## config.mk

```make
export PLATFORM = sky130hd
export DESIGN_NAME = game_round_controller
export DESIGN_NICKNAME = d
export VERILOG_FILES = /design/src/rtl/bnc_pkg.sv /design/src/rtl/guess_checker.sv /design/src/rtl/game_round_controller.sv
export SDC_FILE = /design/constraint.sdc
export NUM_CORES = 1
export LEC_CHECK = 0
export ABC_AREA = 1
export BUFFER_PORTS_ARGS = -buffer_cell sky130_fd_sc_hd__clkbuf_2
export CORE_ASPECT_RATIO = 0.8
export CORE_MARGIN = 8
export CORE_UTILIZATION = 30
export CTS_BUF_LIST = sky130_fd_sc_hd__clkbuf_2 sky130_fd_sc_hd__clkbuf_4 sky130_fd_sc_hd__clkbuf_8
export DETAILED_ROUTE_END_ITERATION = 12
export MAX_ROUTING_LAYER = met4
export SLEW_MARGIN = 20
export SYNTH_ARGS = -nofsm -noshare
export SYNTH_HDL_FRONTEND = slang
export SYNTH_HIERARCHICAL = 1
export SYNTH_SLANG_ARGS = --single-unit
export TNS_END_PERCENT = 30
```

## constraint.sdc

```tcl
create_clock -name clk -period 1.5 [get_ports clk]
set_input_delay 0.225 -clock clk [delete_from_list [all_inputs] [get_ports clk]]
set_output_delay 0.225 -clock clk [all_outputs]
set_load 0.02 [all_outputs]
```

## src/rtl/bnc_pkg.sv

```systemverilog
// Shared types for the Bulls & Cows round controller.
// Digit 0 of a guess or secret sits in bits [3:0].
package bnc_pkg;

    localparam int NUM_DIGITS = 4;
    localparam int MAX_DIGIT  = 9;

    typedef logic [3:0] digit_t;
    typedef digit_t [NUM_DIGITS-1:0] guess_t;

    typedef enum logic [2:0] {
        S_IDLE,
        S_WAIT_GUESS,
        S_SCORE,
        S_FRAME,
        S_REPORT,
        S_FINISHED
    } ctrl_state_t;

endpackage

```

## src/rtl/guess_checker.sv

```systemverilog
// Combinational legality check for a four-digit code.
// A code is legal when every digit is decimal and no digit repeats.
module guess_checker
    import bnc_pkg::*;
(
    input  guess_t code,
    output logic   valid
);

    always_comb begin
        valid = 1'b1;
        for (int i = 0; i < NUM_DIGITS; i++) begin
            if (code[i] > digit_t'(MAX_DIGIT)) valid = 1'b0;
            for (int j = i + 1; j < NUM_DIGITS; j++) begin
                if (code[i] == code[j]) valid = 1'b0;
            end
        end
    end

endmodule

```

## src/rtl/game_round_controller.sv

```systemverilog
// Round sequencer: accepts a guess, registers the external scorer's
// result, handshakes a panel redraw and reports back to the solver.
module game_round_controller
    import bnc_pkg::*;
#(
    parameter int          MAX_GUESSES    = 10,
    parameter logic [15:0] SECRET_DEFAULT = 16'h8475,
    parameter int          FRAME_TIMEOUT  = 1024
) (
    input  logic        clk,
    input  logic        rst,
    input  logic        start,
    input  logic        secret_we,
    input  logic [15:0] secret_in,
    output logic [15:0] secret_out,
    input  logic        guess_valid,
    output logic        guess_ready,
    input  logic [15:0] guess_in,
    output logic [15:0] score_guess,
    input  logic [2:0]  score_bulls,
    input  logic [2:0]  score_cows,
    output logic        write_frame,
    input  logic        frame_written,
    output logic        result_valid,
    output logic [2:0]  result_bulls,
    output logic [2:0]  result_cows,
    output logic        result_invalid,
    output logic [3:0]  attempts,
    output logic        frame_timeout,
    output logic        done,
    output logic        win
);

    localparam int TW = $clog2(FRAME_TIMEOUT + 1);

    ctrl_state_t state, state_nx;
    logic [TW-1:0] tmr;
    logic secret_ok, guess_ok;
    logic idle_like, xfer, tmo, at_max, won;

    guess_checker u_secret_chk (
        .code  (guess_t'(secret_in)),
        .valid (secret_ok)
    );

    guess_checker u_guess_chk (
        .code  (guess_t'(guess_in)),
        .valid (guess_ok)
    );

    assign idle_like    = (state == S_IDLE) || (state == S_FINISHED);
    assign xfer         = (state == S_WAIT_GUESS) && guess_valid;
    assign tmo          = (state == S_FRAME) && !frame_written
                       && (tmr == TW'(FRAME_TIMEOUT - 1));
    assign at_max       = (attempts == 4'(MAX_GUESSES));
    assign won          = (result_bulls == 3'd4);

    // Handshake outputs are pure state decodes so reset drops them at once.
    assign guess_ready  = (state == S_WAIT_GUESS);
    assign write_frame  = (state == S_FRAME);
    assign result_valid = (state == S_REPORT);
    assign done         = (state == S_FINISHED);

    always_comb begin
        state_nx = state;
        unique case (state)
            S_IDLE, S_FINISHED: begin
                if (start) state_nx = S_WAIT_GUESS;
            end
            S_WAIT_GUESS: begin
                if (guess_valid) state_nx = guess_ok ? S_SCORE : S_REPORT;
            end
            S_SCORE: state_nx = S_FRAME;
            S_FRAME: begin
                if (frame_written || tmo) state_nx = S_REPORT;
            end
            S_REPORT: begin
                if (result_invalid)  state_nx = S_WAIT_GUESS;
                else if (won)        state_nx = S_FINISHED;
                else if (at_max)     state_nx = S_FINISHED;
                else                 state_nx = S_WAIT_GUESS;
            end
            default: state_nx = S_IDLE;
        endcase
    end

    always_ff @(posedge clk or negedge rst) begin
        if (!rst) begin
            state          <= S_IDLE;
            secret_out     <= SECRET_DEFAULT;
            score_guess    <= '0;
            result_bulls   <= '0;
            result_cows    <= '0;
            result_invalid <= 1'b0;
            attempts       <= '0;
            frame_timeout  <= 1'b0;
            win            <= 1'b0;
            tmr            <= '0;
        end else begin
            state <= state_nx;
            if (idle_like && secret_we && secret_ok) begin
                secret_out <= secret_in;
            end
            if (idle_like && start) begin
                attempts      <= '0;
                win           <= 1'b0;
                frame_timeout <= 1'b0;
            end
            if (xfer) begin
                score_guess    <= guess_in;
                result_invalid <= !guess_ok;
                result_bulls   <= '0;
                result_cows    <= '0;
            end
            if (state == S_SCORE) begin
                result_bulls <= score_bulls;
                result_cows  <= score_cows;
                if (!at_max) attempts <= attempts + 4'd1;
            end
            if (state == S_FRAME) tmr <= tmr + 1'b1;
            else                  tmr <= '0;
            if (tmo) frame_timeout <= 1'b1;
            if ((state == S_REPORT) && !result_invalid && won) begin
                win <= 1'b1;
            end
        end
    end

endmodule

```

Word-level counts from Yosys, hierarchy flattened. Index checks and enable logic that the tools add are counted.

$add $sub $neg: 2. Order comparisons: 8. Equal/unequal tests: 23. Mux-type cells: 38. Reductions and logical operators: 19.

Operators with widths (number): $eq A4 B4 Y1 (12); $gt A4 B4 Y1 const B (8); $mux W3 (10); $mux W1 (23); $pmux W3 S5 (1); $mux W4 (3); $add A11 B1 Y11 const B (1); $eq A11 B10 Y1 const B (1); $mux W11 (1); $eq A3 B3 Y1 const B (3); $logic_and A1 B1 Y1 (8); $eq A3 B2 Y1 const B (2); $reduce_bool A2 Y1 (3); $add A4 B1 Y4 const B (1); $eq A4 B4 Y1 const B (1); $ne A2 B2 Y1 const B (2); $eq A3 B1 Y1 const B (1); $logic_not A1 Y1 (3); $logic_not A3 Y1 (1); $reduce_and A3 Y1 (1); $logic_or A1 B1 Y1 (2); $ne A2 B1 Y1 const B (1); $reduce_or A2 Y1 (1).

Flip-flop bits (word level): 59. Input bits: 44. Output and inout port bits: 49. Logic and storage cells: 100.

Depth between registers and ports, before layout. Gate-level depths: netlist (run 1).

Depth in word-level cells: 14. Gate-level depth with buffers: 14. Depth with buffers taken out: 14.

By module. The synthesis (run 1) kept the hierarchy.

By module, submodules not included: game_round_controller (times used 1, cells each 297, area an instance 2683.8 sq um, seq. area each 1485.2 sq um); guess_checker (times used 2, cells each 97, area an instance 430.4 sq um, seq. area each 0.0 sq um).

Worst setup path before layout (run 1). OpenSTA, ideal clock, no wires.

Path type: register -> register. From: reg attempts[0]. To: reg attempts[0]. Library setup time: 0.137 ns. Arrival time: 1.162 ns. Data required time: 1.363 ns. Setup slack: 0.201 ns. Cell stages (with the launch flop): 7. Path buffers: 0. Period minus slack after synthesis: 1.299 ns. Cell sequence: dfrtp_1 > inv_1 > ha_1 > nand3_1 > nand3_1 > nand3_1 > o21ai_0.

Longest elaborated chain between the ends: 3. Elaborated cells on any way between the ends: 5. Classes of those cells: add/sub (1); eq/ne (1); mux (3).

Ends and longest elaborated chain: start: declaration (RTL line game_round_controller.sv:28) `output logic [3:0] attempts,`; start signal: assignment (RTL line game_round_controller.sv:118) `if (!at_max) attempts <= attempts + 4'd1;`; $add A4 B1 Y4, or another cell as far along (RTL line game_round_controller.sv:118); $mux W4 (RTL line game_round_controller.sv:118); $mux W4 (*) (RTL line game_round_controller.sv:115) `if (state == S_SCORE) begin`.

Every way passes the cells marked *; elsewhere a longest branch is shown, timed or not. A chain may end at the register's enable or synchronous reset.

Worst setup path after layout (run 1).
From: reg state[2]. To: out write_frame.

Longest elaborated chain between the ends: 1.

Ends and longest elaborated chain: start: declaration (RTL line game_round_controller.sv:36) `ctrl_state_t state, state_nx;`; start signal: assignment (RTL line game_round_controller.sv:100) `state <= state_nx;`; $eq A3 B2 Y1 (RTL line game_round_controller.sv:60) `assign write_frame = (state == S_FRAME);`; end: declaration (RTL line game_round_controller.sv:22) `output logic write_frame,`.

Every way passes these cells.

==> results of run 1 <==
[path summary, 6_finish.rpt]
kind	start	end	slack, ns
min reg2reg	tmr[0]$_DFF_PN0_	tmr[0]$_DFF_PN0_	0.47
max in group asynchronous	rst	secret_out[0]$_DFFE_PN1P_	0.74
max reg2reg	state[2]$_DFFE_PN0P_	result_bulls[0]$_DFFE_PN0P_	0.09
min	frame_written	frame_timeout$_DFFE_PN0P_	0.1
max	state[2]$_DFFE_PN0P_	write_frame	0.02
min in group asynchronous	rst	score_guess[4]$_DFFE_PN0P_	0.40
[sequential cells by signal, indices dropped and copies added (netlist names)]
signal	count
state	3
result_invalid	1
frame_timeout	1
tmr	11
win	1
secret_out	16
attempts	4
result_bulls	3
result_cows	3
score_guess	16
[through the flow]
step / power, mW / hold WS [ns] / area (um^2)
finish: 7.15 / 0.0955 / 4520
global route: 7.67 / 0.0767 / 4520
CTS: 7.17 / 0.0696 / 4470
detailed placement: 5.38 / 0.260 / 4210
global placement: 5.34 / 0.260 / 4210
floorplan: 4.35 / -0.0706 / 3540
[where the power goes]
part / internal [mW] / switching (mW) / total (mW)
Sequential: 2.15 / 0.388 / 2.54
Clock: 0.984 / 0.692 / 1.68
Combinational: 1.03 / 1.90 / 2.93
[cell usage after synthesis (2+ instances only)]
library cell,count
ha_1,3
nand4_1,2
buf_2,2
inv_1,64
a21oi_1,6
nand2_4,2
buf_6,5
buf_4,2
o31ai_1,2
nor2_1,57
inv_2,2
o21ai_0,14
xnor2_1,5
nor2_2,4
dfstp_2,7
dfrtp_1,52
nand3_1,45
xor2_1,21
nand2_1,173
o21ai_2,16
[per-layer routing]
layer,routed length [um],up-vias,global-route usage
met5,0,-,-
met3,491,9,0.0354
met2,4340,82,0.195
met1,4670,1504,0.178
met4,129,0,0.0376
li1,-,1732,-
[timing repair]
item / in CTS / in global routing
hold endpoints to repair: 52 / 0
setup endpoints to repair: 4 / 7
gates resized for setup: 6 / 15
setup buffers: 2 / 2
hold buffers: 1 / 0
[area by class of cell]
type,instances,area [um^2]
fill,1209,7000
multi-input combinational,356,1750
sequential,59,1490
timing repair buffer,107,618
inverter,66,248
tap,148,185
clock buffer,10,138
clock inverter,6,87.6
[logic make-up (layout without fill, tap and decap cells)]
logic type	after synthesis	after routing
compound gates	41	41
xor+xnor	26	26
fa+ha+maj	3	3
buf+inv	76	189
flops	59	59
simple gates	286	286
[critical path: stages (launching register included)]
cell	delay (ns)
dfrtp_2	0.47
inv_2	0.10
nand3_2	0.10
inv_2	0.10
buf_4	0.14
==> results.toml, run 1 <==
[status]
status = "finished, final reports clean"

[yosys]
synth_async_sr_flop_share = 1.00
synth_edf_count = 0
synth_cells = 491
synth-seq-area-share = 0.419
yosys_warnings = 6
synth_top_area_share = 0.367
synth_top_cells_by_area = "dfrtp_1, nand2_1, inv_1, nand3_1, nor2_1"
syn_nets = 538
synth_area_um2 = 3540
synthMuxAreaShare = 0
synth-seq-cells = 59
postSynthAreaPerCell_um2 = 7.22
synthFlopType = "dfrtp_1"
synth_compound_area_frac = 0.0784
synth_xor_area_frac = 0.0642
ys_types = 27
synth_top_family_by_area = "simple AND/OR/NAND/NOR gates"
synthSimpleGateAreaFrac = 0.334
synth_fa_ha_area_frac = 0.0106
synth_top_area_cell = "dfrtp_1"

[critical_path]
r2r_cells = 7
worstSetupEndpointType = "output pin"
crit_path_start_kind = "flip-flop"
crit_type = "flip-flop to output pin"
crit_arrival_ns = 1.25
critPathRequiredTime_ns = 1.27
path_max_fanout = 5

[finish]
fin_util = 0.392
drive_gt1_frac = 0.278
final-instance-count-excl-fill = 752
area_growth_pct = 27.4
nets = 646
mostFrequentLayoutCell = "nand2_1"
final_cell_mix = "nand2_1, clkbuf_2, inv_1"
diodes = 0

[clock_network]
cts_buffer_depth = 2
cts_tree = "yes"
clk_pin_slew_ns = 0.07
clock_latency_ns = 0.34
cts_sinks = 59
cts_root_buf = "clkbuf_8"
htree_levels = 3
numCtsBuffers = 9

[sta]
clock-skew-final_ns = 0.00616
worst_pin_slew_ns = 0.341
fmax_ghz = 0.677
rsz0062_at_grt = "true"
setup_tns_ns = 0
finalSetupViolCount = 0
layout_setup_ws_ns = 0.0223
period_needed_ns = 1.48
slew_viol_final = 0
post-route-period-util = 0.985
relSlewSlack = 0.772
finalHoldViolCount = 0

[min_path]
holdCritPathClass = "input pin to flip-flop"
min_delay_path_depth = 2

[route]
drc_errors = 0
wirelength_um = 9640
wl_per_cell_um = 12.8
drtIter0Drc = 224
firstDrtPassIters = 4
drt-vias-per-instance = 4.42
vias = 3327
ant_nets = 0

[die]
die_h_um = 113
die_area_um2 = 15600
start_util = 0.308
die_w_um = 138
coreArea_um2 = 11500
ios = 93
rows = 35

[placed_design]
gp_congestion = 0.850
place.detailed.hpwl_um = 7360
io_buffers = 92
dp_cells = 731
dp_slack_ns = -0.0308

[global_route]
grt_pass1_vias = 3224
grt_antenna_before_repair = 0
grt-ovfl-total = 0
grt_pass1_wl_um = 16200
grt_max_degree = 60
track_usage = 0.134

[power_and_ir_drop]
power.density_nw_per_um2 = 1580
vdd_drop_max_mv = 0.462
power.leakage_nw = 2.57

[run]
max_cap_viol_count = 0
Power figures use the tool's default switching activity.
==> run 2: changes to the inputs <==
--- a/config.mk
+++ b/config.mk
@@ -12,7 +12,9 @@
 export CORE_UTILIZATION = 30
 export CTS_BUF_LIST = sky130_fd_sc_hd__clkbuf_2 sky130_fd_sc_hd__clkbuf_4 sky130_fd_sc_hd__clkbuf_8
 export DETAILED_ROUTE_END_ITERATION = 12
+export GPL_TIMING_DRIVEN = 0
 export MAX_ROUTING_LAYER = met4
+export PLACE_DENSITY_LB_ADDON = 0.12
 export SLEW_MARGIN = 20
 export SYNTH_ARGS = -nofsm -noshare
 export SYNTH_HDL_FRONTEND = slang
==> constraint.sdc (replaced) <==
create_clock -name clk -period 1.5 [get_ports clk]
set_input_delay 0.225 -clock clk [delete_from_list [all_inputs] [get_ports clk]]
set_output_delay 0.225 -clock clk [all_outputs]
set_load 0.005 [all_outputs]
==> run 2 against run 1 <==
Against the previous run:
- clock-buffer cell count increased by 4
- global-route usage increased by 0.20 points
- core utilization increased by 0.81 points
- largest cell class unchanged
==> results.toml, run 2 (synthesis results as in run 1) <==
[status]
status = "finished, final reports clean"

[critical_path]
crit_type = "flip-flop to output pin"
crit_chain = "inv_2 > nand3_4 > inv_4 > buf_8 > buf_6"
crit_path_start_kind = "flip-flop"
crit_arrival_ns = 1.26
crit_path_top_delay_cell = "dfrtp_1"
worstSetupEndpointType = "output pin"
critPathRequiredTime_ns = 1.27
r2r_setup_slack_ns = 0.05
max_stage_delay_ns = 0.40
path_max_fanout = 5

[finish]
finish.instance_area_um2 = 4610
reg_top3 = "score_guess: 16 flops, secret_out: 16 flops, tmr: 11 flops"
area_growth_pct = 30.0
diodes = 0
n_fill_cell = 1239
multi_input_area_um2 = 1780
drive_gt1_frac = 0.291
final_cell_mix = "nand2_1, clkbuf_2, inv_1"
mostFrequentLayoutCell = "nand2_1"
final-instance-count-excl-fill = 763
register_area_um2 = 1490
nets = 657

[placed_design]
gp_congestion = 0.800
dp_slack_ns = -0.0928
io_buffers = 91
place.detailed.hpwl_um = 7640
dp_cells = 731
postPlaceCellArea_um2 = 4210

[global_route]
grt_antenna_before_repair = 0
track_usage = 0.136
grt_pass1_wl_um = 16500
grt_max_degree = 37
grt_pass1_vias = 3254
grt-ovfl-total = 0

[route]
drc_errors = 0
wirelength_um = 10000
firstDrtPassIters = 4
drtIter0Drc = 183
vias = 3383
drt-vias-per-instance = 4.43
wl_per_cell_um = 13.2
ant_nets = 0

[sta]
period_needed_ns = 1.48
post-route-period-util = 0.987
finalSetupViolCount = 0
layout_setup_ws_ns = 0.0190
finalHoldViolCount = 0
fmax_ghz = 0.675
slew_viol_final = 0
holdWs_ns = 0.0770
rsz0062_at_grt = "true"
relSlewSlack = 0.707
clock-skew-final_ns = 0.0101
worst_pin_slew_ns = 0.439

[clock_network]
clock_latency_ns = 0.35
cts_sinks = 59
clk_pin_slew_ns = 0.07
htree_levels = 3
cts_buffer_depth = 2
cts_tree = "yes"
numCtsBuffers = 9
cts_root_buf = "clkbuf_8"

[die]
rows = 35
start_util = 0.308
die_w_um = 138
die_h_um = 113
coreArea_um2 = 11500
ios = 93
die_area_um2 = 15600

[power_and_ir_drop]
power.leakage_nw = 2.60
vdd_drop_max_mv = 0.556
total_power_mw = 6.53
power.density_nw_per_um2 = 1420

[run]
max_cap_viol_count = 0

[min_path]
holdCritPathClass = "input pin to flip-flop"
-- run 2: cell count changes in the layout (fill, tap and decap cells not counted), moves of 2 or more --
cell / delta
bufinv_16: -2
nand3_2: -2
clkbuf_4: +4
buf_6: +6
nand3_4: +3
inv_4: +2
inv_2: -2
-- run 2: final timing paths --
check / to / from / cells after the start
worst max-delay path: guess_ready / state[1]$_DFFE_PN0P_ / 5
max in group asynchronous: secret_out[10]$_DFFE_PN1P_ / rst / 3
worst min register to register: tmr[0]$_DFF_PN0_ / tmr[0]$_DFF_PN0_ / 1
min in group asynchronous: result_cows[0]$_DFFE_PN0P_ / rst / 2
worst min-delay path: frame_timeout$_DFFE_PN0P_ / frame_written / 2
worst max register to register: secret_out[12]$_DFFE_PN0P_ / state[1]$_DFFE_PN0P_ / 9
-- run 2: critical path: cells and delay by family (launching register included) --
kind	cells	cell delay, ns
DFF	1	0.40
buffers and inverters	4	0.39
and+or+nand+nor	1	0.10
-- run 2: timing repair --
| item | CTS | global route |
|---|---|---|
| hold buffers | 1 | 0 |
| buffers inserted | 4 | 11 |
| setup endpoints to repair | 6 | 15 |
| endpoints found under the hold margin | 22 | 0 |
| pin swaps | 1 | 2 |
| gates resized for setup | 11 | 15 |
-- run 2: metrics by stage --
step                utilization  TNS [ns]
CTS                       0.388    -0.195
global route              0.400    -0.312
finish                    0.400         0
detailed placement        0.365    -0.742
floorplan                     -         0
global placement          0.363    -11.07
-- run 2: routing by layer --
metal	part of all wire	up-vias	GRT usage
met3	0.047	9	0.0350
met4	0.012	0	0.0390
met1	0.48	1567	0.174
li1	-	1747	-
met2	0.47	60	0.206
met5	0	-	-
-- run 2: final cells by class --
type,count,area share
timing repair buffer,108,0.132
tap,148,0.0402
buffer,10,0.0214
clock inverter,2,0.00271
inverter,66,0.0559
sequential,59,0.322
multi-input combinational,356,0.387
clock buffer,14,0.0377
-- run 2: where the power goes --
group	switching, mW	internal (mW)
sequential	0.309	2.15
clock	0.644	0.744
combinational	1.47	1.22
total	2.42	4.11
==> run 3: changes to the inputs <==
--- a/config.mk
+++ b/config.mk
@@ -10,11 +10,11 @@
 export CORE_ASPECT_RATIO = 0.8
 export CORE_MARGIN = 8
 export CORE_UTILIZATION = 30
-export CTS_BUF_LIST = sky130_fd_sc_hd__clkbuf_2 sky130_fd_sc_hd__clkbuf_4 sky130_fd_sc_hd__clkbuf_8
 export DETAILED_ROUTE_END_ITERATION = 12
 export GPL_TIMING_DRIVEN = 0
 export MAX_ROUTING_LAYER = met4
 export PLACE_DENSITY_LB_ADDON = 0.12
+export RECOVER_POWER = 25
 export SLEW_MARGIN = 20
 export SYNTH_ARGS = -nofsm -noshare
 export SYNTH_HDL_FRONTEND = slang
==> run 3 against run 2 <==
Against the previous run:
- global-route usage hardly changed
- critical path type unchanged
- register-to-register slack better by 0.03 ns
- fmax is 0.96% higher
- combinational power is 3% lower
- critical endpoint unchanged
- clock-buffer cell count stayed put
- largest power group unchanged
- first-iteration DRC count is 5.5% lower
- clock power is 38% higher
- via count is 0.83% lower
==> results.toml, run 3 (synthesis results as in run 1) <==
[sta]
fmax_ghz = 0.682
worst_pin_slew_ns = 0.671
finalHoldViolCount = 0
holdWs_ns = 0.102
slew_viol_final = 0
post-route-period-util = 0.978
rsz0062_at_grt = "true"
clock-skew-final_ns = 0.00741
relSlewSlack = 0.552
period_needed_ns = 1.47
finalSetupViolCount = 0

[critical_path]
timing.rr.start = "state[2]$_DFFE_PN0P_"
crit_path_top_delay_cell = "dfrtp_1"
max_stage_delay_ns = 0.40
r2r_cells = 8
r2r_setup_slack_ns = 0.08
crit_chain = "inv_2 > nand3_4 > inv_4 > buf_8 > clkbuf_2"
worstSetupEndpointType = "output pin"
crit_arrival_ns = 1.24
startpoint = "state[1]$_DFFE_PN0P_"
crit_path_start_kind = "flip-flop"
reg2reg_to = "secret_out[11]$_DFFE_PN0P_"
critPathRequiredTime_ns = 1.27
path_max_fanout = 5
crit_type = "flip-flop to output pin"

[die]
start_util = 0.308
die_h_um = 113
die_area_um2 = 15600
die_w_um = 138
coreArea_um2 = 11500
ios = 93
rows = 35

[finish]
final-instance-count-excl-fill = 756
n_fill_cell = 1245
drive_gt1_frac = 0.275
finish.instance_area_um2 = 4650
fin_util = 0.403
diodes = 0
final_cell_mix = "nand2_1, clkbuf_2, inv_1"
mostFrequentLayoutCell = "nand2_1"
nets = 650
reg_top3 = "score_guess: 16 flops, secret_out: 16 flops, tmr: 11 flops"
area_growth_pct = 31.1

[route]
wirelength_um = 10000
drc_errors = 0
drt-vias-per-instance = 4.44
wl_per_cell_um = 13.2
ant_nets = 0
firstDrtPassIters = 6
vias = 3355
drtIter0Drc = 173

[min_path]
holdCritPathClass = "input pin to flip-flop"
worstHoldStart = "frame_written"
min_to = "frame_timeout$_DFFE_PN0P_"
min_delay_path_depth = 2

[clock_network]
numCtsBuffers = 9
htree_levels = 3
cts_sinks = 59
clk_pin_slew_ns = 0.06
cts_buffer_depth = 2
clock_latency_ns = 0.33
cts_tree = "yes"
cts_root_buf = "clkbuf_16"

[global_route]
grt_max_degree = 37
track_usage = 0.136
grt-ovfl-total = 0
grt_pass1_wl_um = 16500
grt_antenna_before_repair = 0
grt_pass1_vias = 3259

[power_and_ir_drop]
vdd_drop_max_mv = 0.576
switching_power_mw = 2.47
seqPwrFrac = 0.352
switching_share = 0.353
total_power_mw = 7.01
power.leakage_nw = 2.61
comb_power_share = 0.374
p_int_mw = 4.53
power.density_nw_per_um2 = 1510
p_clk_frac = 0.274

[run]
max_cap_viol_count = 0

[placed_design]
dp_cells = 731
io_buffers = 91
postPlaceCellArea_um2 = 4210
gp_congestion = 0.800
place.detailed.hpwl_um = 7640

[status]
status = "finished, final reports clean"
run 3: critical path, delay by kind of cell, from the launching register on:
| family | cells | cell delay, ns |
|---|---|---|
| and+or+nand+nor | 1 | 0.11 |
| buffers and inverters | 4 | 0.41 |
| DFF | 1 | 0.40 |
run 3: worst max path at each step:
stage / to / slack (ns)
after floorplan: state[2]$_DFFE_PN0P_ / 0.22
after global placement: secret_out[8]$_DFFE_PN0P_ / -0.21
after detailed placement: state[2]$_DFFE_PN0P_ / -0.09
after CTS: guess_ready / -0.02
after global routing: result_valid / -0.04
final: guess_ready / 0.03
run 3: per-stage QoR:
step | TNS (ns) | worst slack (ns)
6_report | 0 | 0.0331
5_1_grt | -0.0694 | -0.0376
4_1_cts | -0.0539 | -0.0211
3_5_place_dp | -0.742 | -0.0928
3_3_place_gp | -11.07 | -0.208
2_1_floorplan | 0 | 0.218
run 3: cell type report:
type / count / area, um^2 / share of cell area
multi-input combinational: 356 / 1780 / 0.382
tap: 148 / 185 / 0.0399
sequential: 59 / 1490 / 0.320
inverter: 66 / 258 / 0.0555
clock inverter: 2 / 12.5 / 0.00269
clock buffer: 14 / 264 / 0.0568
timing repair buffer: 101 / 564 / 0.121
buffer: 10 / 98.8 / 0.0213
run 3: metal layers:
| layer | up-vias | track usage | share of wire |
|---|---|---|---|
| met1 | 1545 | 0.176 | 0.48 |
| met5 | - | - | 0 |
| met3 | 10 | 0.0323 | 0.042 |
| met4 | 0 | 0.0434 | 0.013 |
| met2 | 65 | 0.206 | 0.47 |
| li1 | 1735 | - | - |
run 3: power groups by stage:
stage | clock network, mW | logic [mW] | registers (mW)
5_1_grt | 2.06 | 2.93 | 2.54
3_5_place_dp | 0 | 2.33 | 2.50
2_1_floorplan | 0 | 1.27 | 2.49
3_3_place_gp | 0 | 2.29 | 2.48
6_report | 1.92 | 2.62 | 2.47
4_1_cts | 1.98 | 2.55 | 2.47
run 3: repair_timing:
item | in CTS | in global routing
setup buffers | 4 | 4
endpoints found under the hold margin | 22 | 0
pin swaps | 1 | 0
hold buffers | 1 | 0
endpoints found under the setup margin | 4 | 6
gates resized for setup | 12 | 10
